File: config.mk
export PLATFORM = sky130hd
export DESIGN_NAME = wifi_cmd_arbiter
export DESIGN_NICKNAME = d
export VERILOG_FILES = /design/src/rtl/wifi_cmd_arbiter.sv
export SDC_FILE = /design/constraint.sdc
export NUM_CORES = 1
export LEC_CHECK = 0
export ABC_AREA = 0
export ABC_CLOCK_PERIOD_IN_PS = 3000
export BUFFER_PORTS_ARGS = -buffer_cell sky130_fd_sc_hd__buf_2
export CAP_MARGIN = 30
export CORE_MARGIN = 2
export CORE_UTILIZATION = 40
export DETAILED_ROUTE_END_ITERATION = 6
export GPL_ROUTABILITY_DRIVEN = 0
export PLACE_DENSITY = 0.66
export REMOVE_ABC_BUFFERS = 1
export SKIP_LAST_GASP = 1
export SLEW_MARGIN = 40
export SYNTH_ARGS = -nofsm -noshare
export SYNTH_HDL_FRONTEND = slang
export SYNTH_SLANG_ARGS = --single-unit
export TNS_END_PERCENT = 100
File: constraint.sdc
create_clock -name clk -period 3 [get_ports clk]
set_input_delay 0.15 -clock clk [delete_from_list [all_inputs] [get_ports clk]]
set_output_delay 0.15 -clock clk [all_outputs]
set_load 0.05 [all_outputs]
File: src/rtl/wifi_cmd_arbiter.sv
// wifi_cmd_arbiter: shares the security FSM's 4-bit inWIFI command port between
// N_REQ requesters. Round-robin grant, fixed hold/gap framing of each command,
// and an escalation timer that injects EMERGENCY after a long silent ALARM.
module wifi_cmd_arbiter #(
  parameter int N_REQ       = 3,
  parameter int HOLD_CYCLES = 4,
  parameter int GAP_CYCLES  = 2,
  parameter int ESC_TIMEOUT = 1000
) (
  input  logic               clk,
  input  logic               reset,
  input  logic [N_REQ-1:0]   req_valid,
  input  logic [4*N_REQ-1:0] req_cmd,
  output logic [N_REQ-1:0]   req_ready,
  input  logic               alarm_n,
  output logic [3:0]         cmd_out,
  output logic               cmd_strobe,
  output logic [1:0]         grant_id,
  output logic               busy,
  output logic               reject,
  output logic               esc_fired
);

  localparam int PTR_W   = (N_REQ > 1) ? $clog2(N_REQ) : 1;
  localparam int TMR_MAX = (HOLD_CYCLES > GAP_CYCLES) ? HOLD_CYCLES : GAP_CYCLES;
  localparam int TMR_W   = (TMR_MAX > 1) ? $clog2(TMR_MAX) : 1;
  localparam int ESC_W   = $clog2(ESC_TIMEOUT);

  localparam logic [TMR_W-1:0] HOLD_LOAD = TMR_W'(HOLD_CYCLES - 1);
  localparam logic [TMR_W-1:0] GAP_LOAD  = TMR_W'(GAP_CYCLES - 1);
  localparam logic [ESC_W-1:0] ESC_SAT   = ESC_W'(ESC_TIMEOUT - 1);
  localparam logic [3:0]       CMD_EMERG = 4'b1100;
  localparam logic [1:0]       GID_ESC   = 2'b11;

  typedef enum logic [1:0] {IDLE, HOLD, GAP} state_t;

  state_t           state;
  logic [TMR_W-1:0] tmr;
  logic [PTR_W-1:0] rr_ptr;
  logic [ESC_W-1:0] esc_cnt;
  logic             esc_pending;

  logic             sel_found;
  logic [PTR_W-1:0] sel_idx;
  logic [N_REQ-1:0] sel_onehot;
  logic [3:0]       sel_cmd;
  logic [PTR_W-1:0] rr_next;
  logic             esc_grant;
  logic             ext_grant;

  // Only DISARM, REARM and EMERGENCY may reach the security FSM.
  function automatic logic is_legal(input logic [3:0] c);
    return (c == 4'b1010) || (c == 4'b1011) || (c == 4'b1100);
  endfunction

  // Round-robin pick: first valid index at or above the pointer, else wrap to the lowest valid.
  always_comb begin
    sel_found  = 1'b0;
    sel_idx    = '0;
    sel_onehot = '0;
    sel_cmd    = 4'b0000;
    for (int i = 0; i < N_REQ; i++) begin
      if (!sel_found && req_valid[i] && (PTR_W'(i) >= rr_ptr)) begin
        sel_found     = 1'b1;
        sel_idx       = PTR_W'(i);
        sel_onehot[i] = 1'b1;
      end
    end
    for (int i = 0; i < N_REQ; i++) begin
      if (!sel_found && req_valid[i]) begin
        sel_found     = 1'b1;
        sel_idx       = PTR_W'(i);
        sel_onehot[i] = 1'b1;
      end
    end
    for (int i = 0; i < N_REQ; i++) begin
      if (sel_idx == PTR_W'(i)) sel_cmd = req_cmd[4*i +: 4];
    end
    rr_next   = (sel_idx == PTR_W'(N_REQ - 1)) ? '0 : sel_idx + 1'b1;
    esc_grant = (state == IDLE) && esc_pending;
    ext_grant = (state == IDLE) && !esc_pending && sel_found && is_legal(sel_cmd);
  end

  // Command framing FSM: grant in IDLE, drive for HOLD_CYCLES, idle for GAP_CYCLES.
  always_ff @(posedge clk) begin
    if (reset) begin
      state      <= IDLE;
      tmr        <= '0;
      rr_ptr     <= '0;
      cmd_out    <= 4'b0000;
      cmd_strobe <= 1'b0;
      req_ready  <= '0;
      grant_id   <= 2'b00;
      busy       <= 1'b0;
      reject     <= 1'b0;
      esc_fired  <= 1'b0;
    end else begin
      cmd_strobe <= 1'b0;
      req_ready  <= '0;
      reject     <= 1'b0;
      esc_fired  <= 1'b0;
      unique case (state)
        IDLE: begin
          if (esc_pending) begin
            // Escalation outranks every requester and leaves the rotation untouched.
            cmd_out    <= CMD_EMERG;
            grant_id   <= GID_ESC;
            esc_fired  <= 1'b1;
            cmd_strobe <= 1'b1;
            busy       <= 1'b1;
            tmr        <= HOLD_LOAD;
            state      <= HOLD;
          end else if (sel_found) begin
            req_ready <= sel_onehot;
            rr_ptr    <= rr_next;
            if (is_legal(sel_cmd)) begin
              cmd_out    <= sel_cmd;
              grant_id   <= 2'(sel_idx);
              cmd_strobe <= 1'b1;
              busy       <= 1'b1;
              tmr        <= HOLD_LOAD;
              state      <= HOLD;
            end else begin
              reject <= 1'b1;
            end
          end
        end
        HOLD: begin
          if (tmr == '0) begin
            cmd_out <= 4'b0000;
            tmr     <= GAP_LOAD;
            state   <= GAP;
          end else begin
            tmr <= tmr - 1'b1;
          end
        end
        GAP: begin
          if (tmr == '0) begin
            busy  <= 1'b0;
            state <= IDLE;
          end else begin
            tmr <= tmr - 1'b1;
          end
        end
        default: state <= IDLE;
      endcase
    end
  end

  // Escalation timer: counts silent ALARM cycles, saturates, and latches a pending EMERGENCY.
  always_ff @(posedge clk) begin
    if (reset) begin
      esc_cnt     <= '0;
      esc_pending <= 1'b0;
    end else if (esc_grant) begin
      esc_cnt     <= '0;
      esc_pending <= 1'b0;
    end else if (ext_grant) begin
      esc_cnt <= '0;
    end else if (alarm_n) begin
      esc_cnt     <= '0;
      esc_pending <= 1'b0;
    end else if (esc_cnt != ESC_SAT) begin
      esc_cnt <= esc_cnt + 1'b1;
      if (esc_cnt == ESC_SAT - 1'b1) esc_pending <= 1'b1;
    end
  end

endmodule
==> results of run 1 <==
## layout by cell type, fill, tap and decap left out, types with 5 or more instances in the layout
cell	synthesis	routed
nand3_1	7	7
nand2_1	7	7
clkbuf_8	0	6
nor2_1	26	26
nor3_1	7	7
buf_2	2	30
nand2b_1	7	7
a21oi_1	9	9
dfxtp_1	30	30
o21ai_0	5	5
ha_1	8	8
inv_1	19	19
## worst max-delay path, cell delays in order, from the launching register on
cell	delay, ps
dfxtp_1	550
a21oi_1	170
o21a_1	250
a21o_1	210
o211a_1	230
a211o_1	320
a311o_1	530
a211oi_1	220
## metal layers
| metal | wire length, um | GRT usage |
|---|---|---|
| met1 | 1740 | 0.204 |
| met2 | 1610 | 0.226 |
| met3 | 175 | 0.0392 |
| met4 | 14 | 0.0610 |
| met5 | 0 | 0 |
## registers in the layout (all words and copies together), names as in the netlist
register	flops
busy	1
cmd_out	4
cmd_strobe	1
esc_cnt	10
esc_fired	1
esc_pending	1
grant_id	2
reject	1
req_ready	3
rr_ptr	2
state	2
tmr	2
## cells by family after synthesis
logic type      after synthesis  share of synthesized area
fa+ha+maj                     8                     0.0586
buf+inv                      29                     0.0783
mux                           4                     0.0234
simple gates                 73                      0.222
compound gates               52                      0.231
flops                        30                      0.351
xor+xnor                      7                     0.0359
## cell type report
class,instances,area share
sequential,30,0.307
inverter,19,0.0365
tap,50,0.0320
clock inverter,2,0.00640
multi-input combinational,144,0.499
clock buffer,6,0.0423
timing repair buffer,30,0.0768
## through the flow
stage	hold WS, ps	cell area, um^2	util	power [W]	setup slack [ps]
floorplan	221	1650	-	0.000790	693
global placement	457	1860	0.458	0.000892	530
detailed placement	460	1860	0.458	0.000892	435
CTS	192	1950	0.482	0.00123	438
global route	212	1950	0.482	0.00130	235
finish	206	1950	0.482	0.00122	439
## final timing paths
| path | start | endpoint | slack, ps | cells after the start |
|---|---|---|---|---|
| max reg2reg | rr_ptr[1] | esc_cnt[2] | 440 | 7 |
| max | rr_ptr[1] | esc_cnt[2] | 440 | 7 |
| min reg2reg | grant_id[1] | grant_id[1] | 460 | 2 |
| min | req_valid[0] | req_ready[0] | 210 | 3 |
## power by group
part / leakage, nW / internal, W / total (W) / switching (W)
Sequential: 0.245 / 0.000441 / 0.000472 / 0.0000311
Clock: 0.0472 / 0.000184 / 0.000338 / 0.000154
Combinational: 0.550 / 0.000141 / 0.000411 / 0.000270
==> out/metrics.cfg, run 1 <==
[timing]
fin_crit_sh=0.854
skew_ps=7.32
rsz0062_at_grt=no
setup_tns_ps=0
max_freq_mhz=390
slew_headroom=0.567
finalHoldViolations=0
setup_viol=0
worstMarginPinSlew_ps=642
post-route-min-period_ps=2560
drv_slew=0

[grt]
antenna_found_initial=0
grt.overflow.total=0
grt_pass1_wl_um=5910
grt_max_degree=26
grt_pass1_vias=1361
track_usage=0.150

[layout]
n_fill_cell=403
area_growth_pct=14.3
drive_gt1_frac=0.195
antennaDiodeCount=0
seq_area_um2=601
multi_input_area_um2=975
instances_no_fill=281
final_nets=256

[detailed_routing]
via_per_inst=5.38
wl_per_cell_um=12.6
drt_iter0_markers=99
vias=1512
dr.pass1.iters=4
wl_um=3540
antenna_left=0
drc=0

[synth]
synth_edf_count=0
syn_avg_cell_area_um2=8.42
syn_inst=203
synth.top_cell.area_share=0.351
synth_common_cells=30 x dfxtp_1, 26 x nor2_1, 19 x inv_1, 9 x a21oi_1, 8 x ha_1
synth-async-reset-ratio=0
synth_warnings=0
synth_seq_area_share=0.351
synthesis.area_um2=1710
synth.most_common_cell=dfxtp_1
synth.distinct_cells=49
yosysTopAreaCell=dfxtp_1
netlist_top_cells_area=dfxtp_1 35%, ha_1 5.9%, nor2_1 5.7%
synth_seq_cells=30
synth_flop_cell=dfxtp_1

[floorplanning]
start_util=0.421
io_pins=31
rows=23
die_x_um=69.4
die_y_um=69.4
die_area_um2=4810
core-area_um2=4060

[critical_path]
path_max_fanout=11
end_kind=register
critPathLaunchType=register
criticalPathCategory=register to register
worst-endpoint-arrival_ps=2750
critPathRequiredTime_ps=3190

[clocking]
htreeDepth=2
cts_tree=done
clkTransAtPathRegs_ps=60
clock_path_buffers=2
cts_buffers=5
post_cts_buffers=0
root_buffer=clkbuf_8
clock-sinks=30
hold_buffers=0
clock_latency_ps=280
cts_resized=0

[pwr]
leakage_nw=0.842
power_density_nw_per_um2=625
ir_worst_vdd_mv=0.259

[placement]
port_buffers=30
dp.cells=273
hpwl_um=2680

[worst_hold_path]
hp-class=primary input to register

[flow_run]
maxCapViolCount=0

[status]
status=finished clean

Note: power is estimated with default switching activity, not from simulation.
==> inputs of run 2 (changes only) <==
--- a/config.mk
+++ b/config.mk
@@ -9,6 +9,7 @@
 export ABC_CLOCK_PERIOD_IN_PS = 3000
 export BUFFER_PORTS_ARGS = -buffer_cell sky130_fd_sc_hd__buf_2
 export CAP_MARGIN = 30
+export CORE_ASPECT_RATIO = 0.5
 export CORE_MARGIN = 2
 export CORE_UTILIZATION = 40
 export DETAILED_ROUTE_END_ITERATION = 6
==> out/metrics.cfg, run 2 (synthesis results as in run 1) <==
[timing]
setup_viol=0  ; unchanged
setup_tns_ps=0  ; unchanged
rsz0062_at_grt=no
post-route-min-period_ps=2550  ; -13.0 ps
whs_ps=193  ; -13.2 ps
worstMarginPinSlew_ps=743  ; +100 ps
max_freq_mhz=392  ; +0.51%
drv_slew=0  ; unchanged
slew_headroom=0.500  ; -0.0676
skew_ps=14.4  ; +7.09 ps
fin_crit_sh=0.849  ; -0.00432
finalHoldViolations=0  ; unchanged

[grt]
grt_pass1_wl_um=6490  ; +9.8%
grt_max_degree=26  ; unchanged
grt.overflow.total=0  ; unchanged
track_usage=0.175  ; +0.0249
grt_pass1_vias=1461  ; +7.3%
antenna_found_initial=0  ; unchanged

[detailed_routing]
wl_um=3870  ; +9.3%
drc=0  ; unchanged
vias=1516  ; +0.26%
antenna_left=0  ; unchanged
drt_iter0_markers=104  ; +5.1%
met3WireLength_um=204  ; +17%
via_per_inst=5.32  ; -1.1%
wl_per_cell_um=13.6  ; +7.8%
m1WireLength_um=1830  ; +5.1%
dr.pass1.iters=5  ; +1
wl_met2_um=1780  ; +11%
top_layer=met4

[layout]
antennaDiodeCount=0  ; unchanged
largest_register=esc_cnt
drive_gt1_frac=0.190  ; -0.00433
postLayoutCellArea_um2=1960  ; about the same
instances_no_fill=285  ; +1.4%
fin_util=0.488  ; +0.00678
final_nets=256  ; unchanged
area_growth_pct=14.4  ; about the same
n_fill_cell=407  ; +0.99%
largest_reg_flops=10  ; unchanged
final_cell_mix=30 x dfxtp_1, 30 x buf_2, 26 x nor2_1
top_regs=esc_cnt (10), cmd_out (4), req_ready (3)

[pwr]
ir_worst_vdd_mv=0.248  ; -3.9%
power_density_nw_per_um2=629  ; +0.72%
leakage_nw=0.843  ; +0.12%

[clocking]
cts_tree=done
clock_path_buffers=2  ; unchanged
hold_buffers=0  ; unchanged
htreeDepth=2  ; unchanged
post_cts_buffers=0  ; unchanged
cts_resized=0  ; unchanged
clock-sinks=30  ; unchanged
clock_latency_ps=290  ; about the same
cts_buffers=5  ; unchanged
root_buffer=clkbuf_8
clkTransAtPathRegs_ps=70  ; about the same

[floorplanning]
start_util=0.427  ; +0.00566
die_x_um=96.4  ; +39%
io_pins=31  ; unchanged
rows=16  ; -30%
die_area_um2=4840  ; +0.66%
core-area_um2=4000  ; -1.3%
die_y_um=50.2  ; -28%

[critical_path]
critPathBufInv=0  ; unchanged
critPathRequiredTime_ps=3200  ; about the same
cp_slowest_cell=dfxtp_1
crit_family=compound AO/OA/AOI/OAI gates
path_max_fanout=11  ; unchanged
worst-endpoint-arrival_ps=2750  ; about the same
slowest_delay_ps=560  ; about the same
critPathLaunchType=register
criticalPathCategory=register to register
end_kind=register
path_cells=nand3b_1 -> a31oi_1 -> o221a_2 -> nor2_1 -> a211o_1 -> a311o_1 -> a211oi_1

[worst_hold_path]
hp-class=primary input to register

[flow_run]
maxCapViolCount=0  ; unchanged

[placement]
placed_area_um2=1860  ; +0.27%
port_buffers=30  ; unchanged
dp.cells=277  ; +1.5%
hpwl_um=2820  ; +4.9%

[status]
status=finished clean

[run 2: final cells by class]
cell class | instances | area (um^2) | share of cell area
Clock buffer | 7 | 86.3 | 0.0441
Clock inverter | 1 | 5.00 | 0.00256
Inverter | 19 | 71.3 | 0.0365
Multi-Input combinational cell | 144 | 975 | 0.498
Sequential cell | 30 | 601 | 0.307
Tap cell | 54 | 67.6 | 0.0345
Timing Repair Buffer | 30 | 150 | 0.0768
[run 2: per-stage QoR]
| step | total power (W) | worst slack, ps |
|---|---|---|
| 6_report | 0.00123 | 452 |
| 5_1_grt | 0.00130 | 259 |
| 4_1_cts | 0.00124 | 455 |
| 3_5_place_dp | 0.000896 | 482 |
| 3_3_place_gp | 0.000885 | 529 |
| 2_1_floorplan | 0.000790 | 693 |
[run 2: worst min-delay path: cells and delay by family]
family                 cells  cell delay [ps]
buffers and inverters      2              240
AND/OR/NAND/NOR            1               40
[run 2: path summary, 6_finish.rpt]
kind / from / to / slack [ps] / cells after the start
max: rr_ptr[1] / esc_cnt[2] / 450 / 7
min: req_valid[0] / req_ready[0] / 190 / 3
max reg2reg: rr_ptr[1] / esc_cnt[2] / 450 / 7
min reg2reg: cmd_out[2] / cmd_out[2] / 480 / 2
[run 2: power breakdown]
part | switching (W) | total (W) | internal [W]
Combinational | 0.000274 | 0.000415 | 0.000141
Clock | 0.000157 | 0.000342 | 0.000185
Sequential | 0.0000323 | 0.000474 | 0.000441
Total | 0.000464 | 0.00123 | 0.000767
[run 2: metal layers]
metal  global-route usage  vias up
met5                    0        -
met4               0.0563        0
met3               0.0511        5
met2                0.288       32
met1                0.222      707
li1                     -      772
==> inputs of run 3 (changes only) <==
--- a/config.mk
+++ b/config.mk
@@ -6,7 +6,7 @@
 export NUM_CORES = 1
 export LEC_CHECK = 0
 export ABC_AREA = 0
-export ABC_CLOCK_PERIOD_IN_PS = 3000
+export ABC_CLOCK_PERIOD_IN_PS = 2100
 export BUFFER_PORTS_ARGS = -buffer_cell sky130_fd_sc_hd__buf_2
 export CAP_MARGIN = 30
 export CORE_ASPECT_RATIO = 0.5
@@ -14,7 +14,7 @@
 export CORE_UTILIZATION = 40
 export DETAILED_ROUTE_END_ITERATION = 6
 export GPL_ROUTABILITY_DRIVEN = 0
-export PLACE_DENSITY = 0.66
+export PLACE_DENSITY = 0.68
 export REMOVE_ABC_BUFFERS = 1
 export SKIP_LAST_GASP = 1
 export SLEW_MARGIN = 40
==> constraint.sdc (replaced) <==
create_clock -name clk -period 2.1 [get_ports clk]
set_input_delay 0.105 -clock clk [delete_from_list [all_inputs] [get_ports clk]]
set_output_delay 0.105 -clock clk [all_outputs]
set_load 0.05 [all_outputs]
==> out/metrics.cfg, run 3 (synthesis results as in run 1) <==
[critical_path]
worst-endpoint-arrival_ps=2390  ; -360 ps
reg2reg_from=rr_ptr[0]
end_kind=register
r2r-end=esc_cnt[1]
criticalPathCategory=register to register
critPathBufInv=1  ; +1
cp_slowest_cell=dfxtp_4
critPathLaunchType=register
slowest_delay_ps=390  ; -170 ps
r2r_cells=8  ; +1
critPathRequiredTime_ps=2310  ; -890 ps
path_cells=nor3b_4 -> o31ai_4 -> o221a_4 -> o211a_1 -> a211o_1 -> a311o_1 -> buf_6 -> nor2_2
rrSetupSlack_ps=-80  ; -530 ps
path_max_fanout=6  ; -5
crit_family=compound AO/OA/AOI/OAI gates

[layout]
largest_reg_flops=10  ; unchanged
area_growth_pct=32.6
top_regs=esc_cnt (10), cmd_out (4), req_ready (3)
fin_util=0.566  ; +0.0775
drive_gt1_frac=0.360  ; +0.169
n_fill_cell=363  ; -11%
final_cell_mix=30 x buf_2, 28 x dfxtp_1, 20 x buf_4
largest_register=esc_cnt
antennaDiodeCount=0  ; unchanged
multi_input_area_um2=1100  ; +13%
final_nets=278  ; +8.6%
seq_area_um2=608  ; +1.2%
mostFrequentLayoutCell=buf_2

[detailed_routing]
dr.pass1.iters=4  ; -1
wl_per_cell_um=13.1  ; -3.6%
antenna_left=0  ; unchanged
via_per_inst=5.19  ; -2.5%
vias=1592  ; +5.0%
wl_um=4010  ; +3.8%
drc=0  ; unchanged
drt_iter0_markers=99  ; -4.8%

[worst_hold_path]
hp-class=primary input to register
min_to=req_ready[0]
whs_path_depth=4  ; +1
hp-start=req_valid[0]

[grt]
grt.overflow.total=0  ; unchanged
antenna_found_initial=0  ; unchanged
grt_pass1_vias=1469  ; +0.55%
track_usage=0.173  ; -0.00234
grt_pass1_wl_um=6400  ; -1.4%
grt_max_degree=26  ; unchanged

[floorplanning]
die_x_um=96.4  ; unchanged
start_util=0.427  ; unchanged
rows=16  ; unchanged
die_area_um2=4840  ; unchanged
io_pins=31  ; unchanged
core-area_um2=4000  ; unchanged
die_y_um=50.2  ; unchanged

[clocking]
cts_tree=done
htreeDepth=2  ; unchanged
root_buffer=clkbuf_8
clkTransAtPathRegs_ps=60  ; about the same
clock_path_buffers=2  ; unchanged
cts_buffers=5  ; unchanged
hold_buffers=0  ; unchanged
clock-sinks=30  ; unchanged
clock_latency_ps=280  ; about the same

[pwr]
leakage_nw=0.970  ; +15%
ir_worst_vdd_mv=0.265  ; +6.6%
p_total_w=0.00189  ; +54%
power_density_nw_per_um2=834  ; +33%

[timing]
max_freq_mhz=458  ; +17%
slew_headroom=0.671  ; +0.171
finalHoldViolations=0  ; unchanged
rsz0062_at_grt=yes
skew_ps=6.08  ; -8.34 ps
setup_viol=17  ; +17
worst_slack_ps=-81.3  ; -533 ps
post-route-min-period_ps=2180  ; -367 ps
whs_ps=268  ; +75.1 ps
worstMarginPinSlew_ps=493  ; -249 ps
fin_crit_sh=1.04  ; +0.189
drv_slew=0  ; unchanged
setup_tns_ps=-699  ; -699 ps

[flow_run]
maxCapViolCount=0  ; unchanged

[placement]
pre_cts_slack_ps=-266  ; -748 ps
hpwl_um=2820  ; +0.21%
port_buffers=30  ; unchanged

[status]
violations=negative setup slack
status=finished with violations

## run 3: changes by cell type in the layout (fill, tap and decap cells not counted), moves of 3 or more
cell and change:
nor2_4 +4, a221oi_2 +4, nor2_2 +3, nor2_1 -7, buf_4 +20, a221oi_1 -4
o21ai_2 +3
## run 3: final cells by class
type,count,share of cell area
multi-input combinational,144,0.488
sequential,30,0.268
timing repair buffer,52,0.142
clock buffer,7,0.0381
inverter,19,0.0315
tap,54,0.0298
clock inverter,1,0.00221
## run 3: worst max path at each step
stage,start,to,slack (ps),depth (start not counted)
floorplan,rr_ptr[1],esc_cnt[2],-210,7
detailed placement,rr_ptr[1],esc_cnt[1],-270,8
global route,rr_ptr[1],esc_pending,-170,8
CTS,rr_ptr[0],esc_pending,-70,8
finish,rr_ptr[0],esc_cnt[1],-80,8
global placement,rr_ptr[1],busy,-180,7
## run 3: through the flow
step / cells / instance area, um^2
after CTS: 306 / 2190
after global placement: 298 / 2020
final: 307 / 2270
after detailed placement: 298 / 2020
after global routing: 307 / 2270
after floorplan: 193 / 1650
## run 3: worst register-to-register path: stages, from the launching register on
cell and delay (ps):
dfxtp_4 390, nor3b_4 230, o31ai_4 110, o221a_4 320, o211a_1 130, a211o_1 310, a311o_1 360, buf_6 170
nor2_2 100
## run 3: what timing repair did
item,CTS,global route
cloned,0,0
setup buffers,0,2
endpoints found under the hold margin,0,0
pin swaps,10,6
gates resized for setup,22,17
endpoints found under the setup margin,23,22
## run 3: where the power goes
group | total, W | internal, W | leakage (nW) | switching [W]
logic | 0.000745 | 0.000295 | 0.676 | 0.000450
registers | 0.000674 | 0.000632 | 0.246 | 0.0000422
clock network | 0.000471 | 0.000264 | 0.0482 | 0.000207
total | 0.00189 | 0.00119 | 0.970 | 0.000700
## run 3: metal layers
metal | GRT usage | routed length, um
met1 | 0.208 | 1920
met4 | 0.0634 | 47
met2 | 0.291 | 1870
met3 | 0.0556 | 174
met5 | 0 | 0
